## config.mk

```make
export PLATFORM = sky130hd
export DESIGN_NAME = conv_loop_scheduler
export DESIGN_NICKNAME = d
export VERILOG_FILES = /design/src/rtl/conv_loop_scheduler.sv
export SDC_FILE = /design/constraint.sdc
export NUM_CORES = 1
export LEC_CHECK = 0
export ABC_AREA = 0
export BUFFER_PORTS_ARGS = -buffer_cell sky130_fd_sc_hd__buf_2
export CAP_MARGIN = 20
export CORE_MARGIN = 2
export CORE_UTILIZATION = 55
export CTS_BUF_LIST = sky130_fd_sc_hd__clkbuf_8 sky130_fd_sc_hd__clkbuf_16
export DETAILED_ROUTE_END_ITERATION = 6
export PLACE_DENSITY = 0.77
export SLEW_MARGIN = 20
export SYNTH_ARGS = -nofsm -noshare
export SYNTH_HDL_FRONTEND = slang
export SYNTH_SLANG_ARGS = --single-unit
```

## constraint.sdc

```tcl
create_clock -name ap_clk -period 2.78 [get_ports ap_clk]
set_input_delay 0 -clock ap_clk [delete_from_list [all_inputs] [get_ports ap_clk]]
set_output_delay 0 -clock ap_clk [all_outputs]
set_load 0.005 [all_outputs]
```

## src/rtl/conv_loop_scheduler.sv

```systemverilog
// Loop-nest command scheduler for the streaming convolution engine: one command per datapath beat.
// Optional performance counters are compiled in with `define CONV_SCHED_PERF_EN.
//
// state  | meaning
// IDLE   | counters at zero, waiting for start
// RUN    | presenting commands, odometer advances on each handshake
// DONE   | one-cycle done pulse, then back to IDLE
module conv_loop_scheduler #(
   parameter int OH    = 30,
   parameter int OW    = 30,
   parameter int C_IN  = 32,
   parameter int C_OUT = 64,
   parameter int KH    = 3,
   parameter int KW    = 3,
   parameter int PE    = 16,
   parameter int SIMD  = 8,
   parameter int IDX_W = 16
) (
   input  logic             ap_clk,
   input  logic             ap_rst,
   input  logic             start,
   input  logic             abort,
   output logic             busy,
   output logic             done,
   output logic             cmd_tvalid,
   input  logic             cmd_tready,
   output logic [IDX_W-1:0] cmd_oh,
   output logic [IDX_W-1:0] cmd_ow,
   output logic [IDX_W-1:0] cmd_cof,
   output logic [IDX_W-1:0] cmd_kh,
   output logic [IDX_W-1:0] cmd_kw,
   output logic [IDX_W-1:0] cmd_cif,
   output logic             cmd_first,
   output logic             cmd_acc_last,
   output logic             cmd_tlast
`ifdef CONV_SCHED_PERF_EN
   ,
   output logic [31:0]      perf_stall,
   output logic [31:0]      perf_cycles
`endif
);

   localparam int CIF_N = C_IN / SIMD;
   localparam int COF_N = C_OUT / PE;
   localparam logic [IDX_W-1:0] OH_MAX  = IDX_W'(OH - 1);
   localparam logic [IDX_W-1:0] OW_MAX  = IDX_W'(OW - 1);
   localparam logic [IDX_W-1:0] COF_MAX = IDX_W'(COF_N - 1);
   localparam logic [IDX_W-1:0] KH_MAX  = IDX_W'(KH - 1);
   localparam logic [IDX_W-1:0] KW_MAX  = IDX_W'(KW - 1);
   localparam logic [IDX_W-1:0] CIF_MAX = IDX_W'(CIF_N - 1);
   localparam logic [IDX_W-1:0] ONE     = IDX_W'(1);

   typedef enum logic [1:0] {
      S_IDLE,
      S_RUN,
      S_DONE
   } state_t;

   state_t state, state_nx;

   logic [IDX_W-1:0] oh_q, ow_q, cof_q, kh_q, kw_q, cif_q;
   logic [IDX_W-1:0] oh_nx, ow_nx, cof_nx, kh_nx, kw_nx, cif_nx;
   logic             hs;
   logic             cif_wrap, kw_wrap, kh_wrap, cof_wrap, ow_wrap;

   // Each wrap term includes every inner wrap, so it doubles as the carry into the next level.
   assign cif_wrap = (cif_q == CIF_MAX);
   assign kw_wrap  = cif_wrap && (kw_q == KW_MAX);
   assign kh_wrap  = kw_wrap && (kh_q == KH_MAX);
   assign cof_wrap = kh_wrap && (cof_q == COF_MAX);
   assign ow_wrap  = cof_wrap && (ow_q == OW_MAX);

   assign cmd_first    = (kh_q == '0) && (kw_q == '0) && (cif_q == '0);
   assign cmd_acc_last = kh_wrap;
   assign cmd_tlast    = ow_wrap && (oh_q == OH_MAX);

   assign cmd_oh  = oh_q;
   assign cmd_ow  = ow_q;
   assign cmd_cof = cof_q;
   assign cmd_kh  = kh_q;
   assign cmd_kw  = kw_q;
   assign cmd_cif = cif_q;

   assign hs = (state == S_RUN) && cmd_tready;

   always_ff @(posedge ap_clk) begin
      if (ap_rst) begin
         state <= S_IDLE;
      end else begin
         state <= state_nx;
      end
   end

   always_comb begin
      state_nx   = state;
      busy       = 1'b0;
      done       = 1'b0;
      cmd_tvalid = 1'b0;
      unique case (state)
         S_IDLE: begin
            if (start) state_nx = S_RUN;
         end
         S_RUN: begin
            busy       = 1'b1;
            cmd_tvalid = 1'b1;
            if (cmd_tready && cmd_tlast) state_nx = S_DONE;
         end
         S_DONE: begin
            done     = 1'b1;
            state_nx = S_IDLE;
         end
         default: state_nx = S_IDLE;
      endcase
      if (abort) state_nx = S_IDLE;
   end

   // Odometer: the final tlast handshake wraps every level, leaving the counters at zero for IDLE.
   always_comb begin
      cif_nx = cif_wrap ? '0 : cif_q + ONE;
      kw_nx  = !cif_wrap ? kw_q  : (kw_wrap  ? '0 : kw_q + ONE);
      kh_nx  = !kw_wrap  ? kh_q  : (kh_wrap  ? '0 : kh_q + ONE);
      cof_nx = !kh_wrap  ? cof_q : (cof_wrap ? '0 : cof_q + ONE);
      ow_nx  = !cof_wrap ? ow_q  : (ow_wrap  ? '0 : ow_q + ONE);
      oh_nx  = !ow_wrap  ? oh_q  : (cmd_tlast ? '0 : oh_q + ONE);
   end

   always_ff @(posedge ap_clk) begin
      if (ap_rst || abort) begin
         oh_q  <= '0;
         ow_q  <= '0;
         cof_q <= '0;
         kh_q  <= '0;
         kw_q  <= '0;
         cif_q <= '0;
      end else if (hs) begin
         oh_q  <= oh_nx;
         ow_q  <= ow_nx;
         cof_q <= cof_nx;
         kh_q  <= kh_nx;
         kw_q  <= kw_nx;
         cif_q <= cif_nx;
      end
   end

`ifdef CONV_SCHED_PERF_EN
   logic [31:0] stall_q, cycles_q;

   always_ff @(posedge ap_clk) begin
      if (ap_rst) begin
         stall_q  <= '0;
         cycles_q <= '0;
      end else if ((state == S_IDLE) && start && !abort) begin
         stall_q  <= '0;
         cycles_q <= '0;
      end else if (state == S_RUN) begin
         if (cycles_q != '1) cycles_q <= cycles_q + 32'd1;
         if (!cmd_tready && (stall_q != '1)) stall_q <= stall_q + 32'd1;
      end
   end

   assign perf_stall  = stall_q;
   assign perf_cycles = cycles_q;
`endif

endmodule
```

* Word-level counts from Yosys, hierarchy flattened
Cells that the tools add are included.
** Operators by class
- Muxes and demuxes :: 11
- Reduce and logical (&&, ||, !) cells :: 21
- Eq/ne operators :: 10
- $add $sub $neg :: 6
** Operators by type and width (number)
- adder 16 x 1 -> 16 bit, second input constant :: 6
- two-way mux 16 bit :: 6
- equality test 16 x 2 -> 1 bit, second input constant :: 4
- logical NOT 16 bit :: 3
- equality test 16 x 5 -> 1 bit, second input constant :: 2
- AND reduction 2 bit :: 6
- logical AND 1 bit :: 9
- two-way mux 2 bit :: 2
- case mux 2 bit (2 select lines) :: 1
- equality test 2 x 1 -> 1 bit, second input constant :: 1
- equality test 2 bit, second input constant :: 1
- logical NOT 2 bit :: 1
- two-way mux 1 bit :: 2
- inequality test 2 x 1 -> 1 bit, second input constant :: 1
- inequality test 2 bit, second input constant :: 1
- OR reduction 2 bit :: 1
- logical OR 1 bit :: 1
** Word-level totals
- Word-level logic and storage cells :: 55
- Register bits :: 98
- Input port bits :: 5
- Output and inout port bits :: 102

* Longest topological paths before layout
Gate-level depths: netlist of run 1.
- Depth in word-level cells :: 9
- Gate-level depth with buffers :: 10

* Worst setup path after synthesis of run 1
Ideal clock, no wire load.
- Path type :: register to register
- From :: reg kh_q[0] (netlist: cmd_kh[0])
- To :: reg ow_q[5] (netlist: cmd_ow[5])
- Data required time :: 2.709 ns
- Cell stages (with the launch flop) :: 10
- Buffers on the path :: 1
- Arrival time :: 2.318 ns
- Library setup time :: 0.071 ns
- Setup slack :: 0.391 ns
- Path through :: dfxtp_1 > inv_1 > ha_1 > nor3b_1 > nand4_1 > or3_1 > clkbuf_1 > or2_1 > or4_1 > a21oi_1
** Between the ends
- Word-level cells in the longest chain between the ends :: 5
- Elaborated cells between the ends (all ways) :: 6
** Ends and longest elaborated chain
- start: declaration :: line 61 : logic [IDX_W-1:0] oh_q, ow_q, cof_q, kh_q, kw_q, cif_q;
- start signal: assignment :: line 139 : kh_q <= kh_nx;
- equality test 16 x 2 -> 1 bit * :: line 69 : assign kh_wrap = kw_wrap && (kh_q == KH_MAX);
- logical AND 1 bit * :: line 69
- logical AND 1 bit * :: line 70 : assign cof_wrap = kh_wrap && (cof_q == COF_MAX);
- logical AND 1 bit :: line 71 : assign ow_wrap = cof_wrap && (ow_q == OW_MAX);
- two-way mux 16 bit :: line 123 : ow_nx = !cof_wrap ? ow_q : (ow_wrap ? '0 : ow_q + ONE);
- end signal: assignment :: line 137 : ow_q <= ow_nx;
- end: declaration :: line 61
Every way passes the cells marked *; elsewhere a longest branch is shown, timed or not.
A chain may end at the register's enable or synchronous reset.

* Final worst setup path of run 1
- From :: reg cif_q[2] (netlist: cmd_cif[2])
- To :: reg state[0]
** Between the ends
- Word-level cells in the longest chain between the ends :: 9
** Ends and longest elaborated chain
- start: declaration :: line 61
- start signal: assignment :: line 141 : cif_q <= cif_nx;
- equality test 16 x 2 -> 1 bit :: line 67 : assign cif_wrap = (cif_q == CIF_MAX);
- logical AND 1 bit :: line 68 : assign kw_wrap = cif_wrap && (kw_q == KW_MAX);
- logical AND 1 bit :: line 69
- logical AND 1 bit :: line 70
- logical AND 1 bit :: line 71
- logical AND 1 bit :: line 75 : assign cmd_tlast = ow_wrap && (oh_q == OH_MAX);
- logical AND 1 bit :: line 106 : if (cmd_tready && cmd_tlast) state_nx = S_DONE;
- inequality test 2 x 1 -> 1 bit (no source line)
- AND reduction 2 bit (no source line)
- end signal: assignment :: line 90 : state <= state_nx;
- end: declaration :: line 59 : state_t state, state_nx;
No other way between the ends.

==> run summary, run 1 <==
status - finished clean
initial drt markers - 288
Place WS - 189 ps
Syn Nets - 628
Yosys top cell area share - 0.392
Hold Crit Class - in -> reg
CTS Sinks - 98
Setup WS post-layout - 131 ps
Core Rows - 34
cell with the largest stage delay on the worst path - dlygate4sd3_1
PwrDens - 391 mW/mm²
n_diodes - 0
Post-DP Area - 0.00573 mm²
DIE AREA - 0.00989 mm²
Max Clock Skew - 12.3 ps
crit path DAT - 2890 ps
Max FO, Critical Path - 9
worst stage delay on the critical path - 570 ps
area delta synth->final - 19.5%
Starting Density - 0.572
Inserted Clock Buffers - 9
area leader, netlist - dfxtp_1
final wirelength - 12,700 µm
WP depth - 9
CP Capture Type - register
Clock transition at path regs - 90 ps
die width - 99.4 µm
Mapped Cells - 610
Overflow after GRT - 0
largest net degree at the start of global routing - 17
Ys Warns - 0
Hold WS - 112 ps
CP Launch Point - cmd_cif[2]$_SDFFE_PP0P_
Port Buf Inserts - 106
final setup fails - 0
RSZ-0062 raised after global routing - yes
reg-to-reg setup timing slack - 130 ps
Mean Syn Cell Area - 8.21 µm²
EDFF count, synth - 0
static leakage - 2.34 nW
clock root buffer - clkbuf_8
DIE HEIGHT - 99.4 µm
Design Power - 0.00234 W
Worst Tran Pin Value - 673 ps
Bufs and invs on worst path - 3
largest cells by area after synthesis - dfxtp_1 (39%), nor2_1 (7.1%), xnor2_1 (6.6%)
Setup CP Type - reg -> reg
synthesized flop and latch total - 98
endpoints failing hold - 0
final instance area - 0.00599 mm²
Final HPWL DP - 9230 µm
initial antenna violation count - 0
Remaining DRCs - 0
vias per std cell - 5.86
worst reg2reg path depth - 9
worst r2r src - cmd_cif[2]$_SDFFE_PP0P_
worst-skew pair later-pin latency - 360 ps
Final min period - 2650 ps
H-tree depth - 3
drt pass-1 iters - 5
MaxCap Viol Count - 0
Synth cell types - 43
Setup crit end - state[0]$_SDFFE_PP0P_
Mapped Area - 0.00501 mm²
top-level I/O count - 107
f_max - 0.377 GHz
slew margin rel. - 0.547
final worst path period share - 0.953
Final TNS setup - 0 ps
WL/cell - 15.1 µm
dominant synthesized flop cell - dfxtp_1
worst vdd ir - 0.000265 V
remaining antenna violation count after routing - 0
Worst R2R End - state[0]$_SDFFE_PP0P_
GP Congestion - 0.887
clock tree buffer depth - 2
crit path launch type - register
sequential share of the synthesized area - 0.392
Final Max Slew Viols - 0
WP data required - 3030 ps
Core Area - 0.00876 mm²
vias in the first global route - 4,456
Filler Cell Count - 740
kind of cell adding the most delay to the critical path - simple AND/OR/NAND/NOR gates
gr usage total - 0.251
leading cell type in the layout, fill and taps excluded - buf_2
most frequent cells in the layout - buf_2 (106), dfxtp_1 (98), nor2_1 (95)
via count - 4,918
wire length of the first global-routing pass - 20,700 µm
NumNets Final - 744
CTS tree - yes
share of cells above drive strength 1 - 0.223
CP cell instances - nor4_1, nand4_1, buf_4, nor4_1, nand4_1, inv_1, and3_1, nor3_1, dlygate4sd3_1
ys async rst share - 0
## power breakdown
part / internal [W] / switching, W / leakage, nW
clock: 0.000398 / 0.000487 / 0.100
sequential: 0.00140 / 0.00000109 / 0.789
combinational: 0.0000148 / 0.0000348 / 1.45
total: 0.00182 / 0.000523 / 2.34
## cell families (layout without fill, tap and decap cells)
| group | after synthesis | after routing | share of synthesized area |
|---|---|---|---|
| simple gates | 343 | 343 | 0.364 |
| flops | 98 | 98 | 0.392 |
| xor+xnor | 70 | 70 | 0.122 |
| compound gates | 43 | 43 | 0.0510 |
| buf+inv | 40 | 161 | 0.0327 |
| fa+ha+maj | 13 | 13 | 0.0325 |
| mux | 3 | 3 | 0.00599 |
## cell usage after synthesis (3+ instances only)
library cell,count
nor4_1,28
dfxtp_1,98
a21oi_1,16
nor2b_1,5
nor3_2,5
a32o_1,4
or4_1,4
xor2_1,32
nor4b_1,4
nor2_1,95
ha_1,13
xnor2_1,38
inv_1,14
nand2_1,45
mux2i_1,3
and3_1,16
nand4_1,32
or2_2,3
nor4_2,4
clkbuf_1,21
nand3_1,39
o21ai_1,4
o21ai_0,12
or3_1,15
nor3_1,27
and4_1,10
## flip-flops by register name, indices dropped and copies added (netlist names)
signal	flops
cmd_cif	16
cmd_cof	16
cmd_kh	16
cmd_kw	16
cmd_oh	16
cmd_ow	16
state	2
## per-stage QoR
stage,std cells,util
after global routing,839,0.683
after detailed placement,820,0.654
final,839,0.683
after global placement,820,0.654
after floorplan,610,-
after CTS,838,0.678
## per-layer routing
layer / global-route usage / vias up / part of all wire
li1: - / 2399 / -
met1: 0.333 / 2330 / 0.45
met2: 0.408 / 167 / 0.47
met3: 0.0513 / 22 / 0.064
met4: 0.0885 / 0 / 0.019
met5: 0 / - / 0
## worst min-delay path by stage
stage	start	endpoint	slack [ps]	cells past startpoint
5_1_grt	ap_rst	cmd_oh[0]$_SDFFE_PP0P_	130	5
4_1_cts	cmd_tready	state[1]$_SDFFE_PP0P_	100	3
3_5_place_dp	start	state[0]$_SDFFE_PP0P_	330	3
2_1_floorplan	start	state[0]$_SDFFE_PP0P_	200	2
6_report	ap_rst	cmd_oh[0]$_SDFFE_PP0P_	110	5
3_3_place_gp	start	state[0]$_SDFFE_PP0P_	320	3
## area by class of cell
type / count / area [µm²] / share of cell area
inverters: 14 / 52.6 / 0.00878
multi-input cells: 472 / 2920 / 0.488
clock inverters: 4 / 25.0 / 0.00418
repair buffers: 131 / 723 / 0.121
well taps: 108 / 135 / 0.0226
flip-flops and latches: 98 / 1960 / 0.328
clock buffers: 12 / 165 / 0.0276
## tightest hold or removal path: stages
cell and delay, ps:
buf_2 80, nor2_1 40, buf_4 180, nand2_1 80, o2bb2ai_1 50
## repair_timing
item | CTS | global route
hold endpoints to repair | 1 | 0
gates resized for setup | 0 | 6
setup buffers | 0 | 1
hold buffers | 2 | 0
endpoints found under the setup margin | 0 | 9
No activity file was read; power rests on OpenSTA's default activity.
==> run 2, diff against run 1 <==
Settings changed: RECOVER_POWER from default to 100.
==> run 2 against run 1 <==
Effect of this change: clock power barely moved; first-iteration DRC count down 3.8%; wire length barely moved; sequential power about the same; register-to-register slack about the same; critical path depth unchanged; non-clock buffer count stayed put; sequential share of layout area rose by 0.44 points; maximum frequency is 0.39% higher; critical path type unchanged; largest power group unchanged.
==> run summary, run 2 (synthesis gave the netlist of run 1 again) <==
status - finished clean
Final TNS setup - 0 ps
Final HPWL DP - 9230 µm
n_diodes - 0
leading cell type in the layout, fill and taps excluded - dfxtp_1
Starting Density - 0.572
f_max - 0.379 GHz
worst reg2reg path depth - 9
Core Rows - 34
Hold WS - 108 ps
WL/cell - 15.1 µm
final worst path period share - 0.949
reg-to-reg setup timing slack - 140 ps
die width - 99.4 µm
Hold Crit Class - in -> reg
DIE HEIGHT - 99.4 µm
Post-DP Area - 0.00573 mm²
vias per std cell - 5.92
Final Max Slew Viols - 0
endpoints failing hold - 0
H-tree depth - 3
Hold Path Origin - ap_rst
area delta synth->final - 17.9%
vias in the first global route - 4,456
share of cells above drive strength 1 - 0.161
crit path launch type - register
Clock power frac - 0.379
Gate power share - 0.020
remaining antenna violation count after routing - 0
register area - 0.00196 mm²
clock tree buffer depth - 2
Int Power - 0.00181 W
Final min period - 2640 ps
initial drt markers - 277
CP Launch Point - cmd_cif[2]$_SDFFE_PP0P_
Port Buf Inserts - 106
Worst R2R End - state[0]$_SDFFE_PP0P_
largest net degree at the start of global routing - 17
gr usage total - 0.251
slew margin rel. - 0.544
Setup CP Type - reg -> reg
GP Congestion - 0.887
DIE AREA - 0.00989 mm²
Worst Tran Pin Value - 678 ps
most frequent cells in the layout - dfxtp_1 (98), nor2_1 (95), buf_2 (68)
final setup fails - 0
Filler Cell Count - 781
CTS Sinks - 98
multi-input logic area - 0.00292 mm²
MaxCap Viol Count - 0
wire length of the first global-routing pass - 20,700 µm
via count - 4,964
final core utilization - 0.674
NumNets Final - 744
Remaining DRCs - 0
Clock transition at path regs - 90 ps
static leakage - 2.14 nW
final wirelength - 12,700 µm
worst-skew pair later-pin latency - 360 ps
Net Switching - 0.000522 W
Core Area - 0.00876 mm²
CP Capture Type - register
top-level I/O count - 107
Setup crit end - state[0]$_SDFFE_PP0P_
PwrDens - 396 mW/mm²
Seq pwr share - 0.601
clock root buffer - clkbuf_8
WP data required - 3030 ps
RSZ-0062 raised after global routing - yes
crit path DAT - 2880 ps
worst r2r src - cmd_cif[2]$_SDFFE_PP0P_
Inserted Clock Buffers - 9
Max Clock Skew - 12.7 ps
switching share of power - 0.223
Max FO, Critical Path - 9
initial antenna violation count - 0
CTS tree - yes
drt pass-1 iters - 5
worst vdd ir - 0.000274 V
Overflow after GRT - 0
final instance area - 0.00591 mm²
==> run 2: changes by cell type in the layout (fill, tap and decap cells not counted), sizes merged <==
cell,before,now
clkbuf,12,60
buf,129,81
==> run 2: final cells by class <==
cell class,count,area share
Clock inverter,4,0.00424
Inverter,14,0.00890
Sequential cell,98,0.332
Multi-Input combinational cell,472,0.495
Timing Repair Buffer,131,0.109
Tap cell,108,0.0229
Clock buffer,12,0.0280
==> run 2: critical path, cell delays in order (launching register included) <==
cell           delay, ps
dfxtp_1              360
nor4_1               370
nand4_1              210
buf_4                220
nor4_1               260
nand4_1              190
inv_1                130
and3_1               170
nor3_1                60
dlygate4sd3_1        570
==> run 2: power by group through the flow <==
stage                     combinational, W  clock [W]  sequential, W
final                            0.0000477   0.000884        0.00140
after global routing             0.0000526   0.000954        0.00140
after CTS                        0.0000486   0.000906        0.00140
after detailed placement         0.0000467          0        0.00144
after global placement           0.0000461          0        0.00144
after floorplan                  0.0000269          0        0.00144
==> run 2: repair_timing <==
item                                    in CTS  in global routing
hold endpoints to repair                     1                  0
endpoints found under the setup margin       0                  9
buffers inserted                             0                  1
gates resized for setup                      0                  6
hold buffers                                 2                  0
==> run 2: routing by layer <==
layer | GRT usage | vias to the layer above | wire (µm)
li1 | - | 2399 | -
met1 | 0.333 | 2353 | 5590
met2 | 0.408 | 188 | 5970
met3 | 0.0513 | 24 | 867
met4 | 0.0885 | 0 | 246
met5 | 0 | - | 0
==> run 2: through the flow <==
step | setup slack [ps] | cells | total power (W)
5_1_grt | -42.2 | 839 | 0.00241
4_1_cts | 113 | 838 | 0.00236
6_report | 141 | 839 | 0.00234
3_3_place_gp | 252 | 820 | 0.00148
3_5_place_dp | 189 | 820 | 0.00148
2_1_floorplan | 391 | 610 | 0.00146
==> run 2: worst min path at each step <==
stage	end	slack, ps	cells after the start
after detailed placement	state[0]$_SDFFE_PP0P_	330	3
final	cmd_oh[0]$_SDFFE_PP0P_	110	5
after floorplan	state[0]$_SDFFE_PP0P_	200	2
after global routing	cmd_oh[0]$_SDFFE_PP0P_	120	5
after CTS	state[1]$_SDFFE_PP0P_	100	3
after global placement	state[0]$_SDFFE_PP0P_	320	3
==> run 3, diff against run 2 <==
Settings changed: CORE_UTILIZATION 55 to 59, PLACE_DENSITY 0.77 to 0.82, SLEW_MARGIN 20 to default.
Clock period 2.78 ns to 3.1 ns, I/O delays scaled along.
==> run 3 against run 2 <==
Effect of this change: critical path depth stayed put; die area is 6.5% lower; count of clock-buffer cells in the layout is 2 lower; critical endpoint is now cmd_cof[11]$_SDFFE_PP0P_; largest cell class unchanged.
==> run summary, run 3 (synthesis gave the netlist of run 1 again) <==
status - finished clean
die width - 96.1 µm
Setup WS post-layout - 269 ps
final worst path period share - 0.913
area delta synth->final - 15.0%
final setup fails - 0
endpoints failing hold - 0
DIE AREA - 0.00924 mm²
vias in the first global route - 4,469
Filler Cell Count - 719
Final min period - 2830 ps
dpl cells - 807
WP data required - 3350 ps
clock tree buffer depth - 2
largest net degree at the start of global routing - 17
Final TNS setup - 0 ps
Design Power - 0.00209 W
crit path DAT - 3080 ps
Overflow after GRT - 0
Gate power share - 0.020
MaxCap Viol Count - 0
PwrDens - 362 mW/mm²
Final Max Slew Viols - 0
f_max - 0.353 GHz
CTS Sinks - 98
Core Rows - 33
wire length of the first global-routing pass - 20,300 µm
Core Area - 0.00822 mm²
final wirelength - 12,600 µm
Hold Crit Class - in -> reg
initial antenna violation count - 0
GP Congestion - 0.928
WL/cell - 15.3 µm
Worst Tran Pin Value - 656 ps
DIE HEIGHT - 96.1 µm
Net Switching - 0.000499 W
n_diodes - 0
switching share of power - 0.239
leading cell type in the layout, fill and taps excluded - dfxtp_1
Max FO, Critical Path - 16
CTS tree - yes
remaining antenna violation count after routing - 0
CP Capture Type - register
Remaining DRCs - 0
drt pass-1 iters - 5
static leakage - 2.00 nW
NumNets Final - 733
clock root buffer - clkbuf_8
Final HPWL DP - 9170 µm
Int Power - 0.00159 W
Post-CTS Setup Inserts - 0
Clock transition at path regs - 100 ps
via count - 4,840
Seq pwr share - 0.604
Resized Gates After CTS - 0
number of hold buffers added after cts - 2
top-level I/O count - 107
Port Buf Inserts - 106
Inserted Clock Buffers - 9
H-tree depth - 3
vias per std cell - 5.87
Max Clock Skew - 16.8 ps
worst vdd ir - 0.000225 V
Layout Cells excl Fill - 825
Setup CP Type - reg -> reg
Starting Density - 0.610
slew margin rel. - 0.563
gr usage total - 0.274
Place WS - 299 ps
crit path launch type - register
most frequent cells in the layout - dfxtp_1 (98), nor2_1 (95), clkbuf_1 (64)
share of cells above drive strength 1 - 0.114
initial drt markers - 236
RSZ-0062 raised after global routing - no
worst-skew pair later-pin latency - 370 ps
Clock power frac - 0.376
run 3: per-layer routing:
metal  GRT usage  wire length (µm)
met1       0.353              5420
met4       0.102               190
met3      0.0493               763
met5           0                 0
met2       0.457              6220
run 3: worst max-delay path, stage by stage (launching register included):
cell	delay (ps)
dfxtp_1	340
inv_1	140
ha_1	170
nor3b_1	220
nand4_1	200
buf_4	220
or4b_1	790
nor4_1	410
xnor2_1	170
nor2_1	50
run 3: power groups by stage:
stage	Sequential, W	Combinational [W]	Clock [W]
4_1_cts	0.00126	0.0000427	0.000787
3_3_place_gp	0.00129	0.0000403	0
5_1_grt	0.00126	0.0000462	0.000847
2_1_floorplan	0.00129	0.0000242	0
3_5_place_dp	0.00129	0.0000405	0
6_report	0.00126	0.0000419	0.000783
run 3: cell type report:
class / count / area (µm²) / area share
tap: 105 / 131 / 0.0228
clock buffer: 10 / 138 / 0.0239
inverter: 14 / 52.6 / 0.00912
timing repair buffer: 120 / 553 / 0.0960
multi-input combinational: 472 / 2880 / 0.500
clock inverter: 6 / 42.5 / 0.00738
sequential: 98 / 1960 / 0.340
run 3: worst paths after layout:
check,start,end,slack (ps),cells past startpoint
hold / removal,ap_rst,cmd_ow[4]$_SDFFE_PP0P_,110,3
hold reg to reg,cmd_kw[9]$_SDFFE_PP0P_,cmd_kw[9]$_SDFFE_PP0P_,530,2
setup / recovery,cmd_kh[0]$_SDFFE_PP0P_,cmd_cof[11]$_SDFFE_PP0P_,270,9
setup reg to reg,cmd_kh[0]$_SDFFE_PP0P_,cmd_cof[11]$_SDFFE_PP0P_,270,9
run 3: metrics by stage:
stage          hold slack (ps)  instance area, µm²   util
2_1_floorplan              199                5010      -
3_3_place_gp               315                5650  0.688
3_5_place_dp               342                5650  0.688
4_1_cts                    102                5850  0.712
5_1_grt                    116                5760  0.701
6_report                   108                5760  0.701
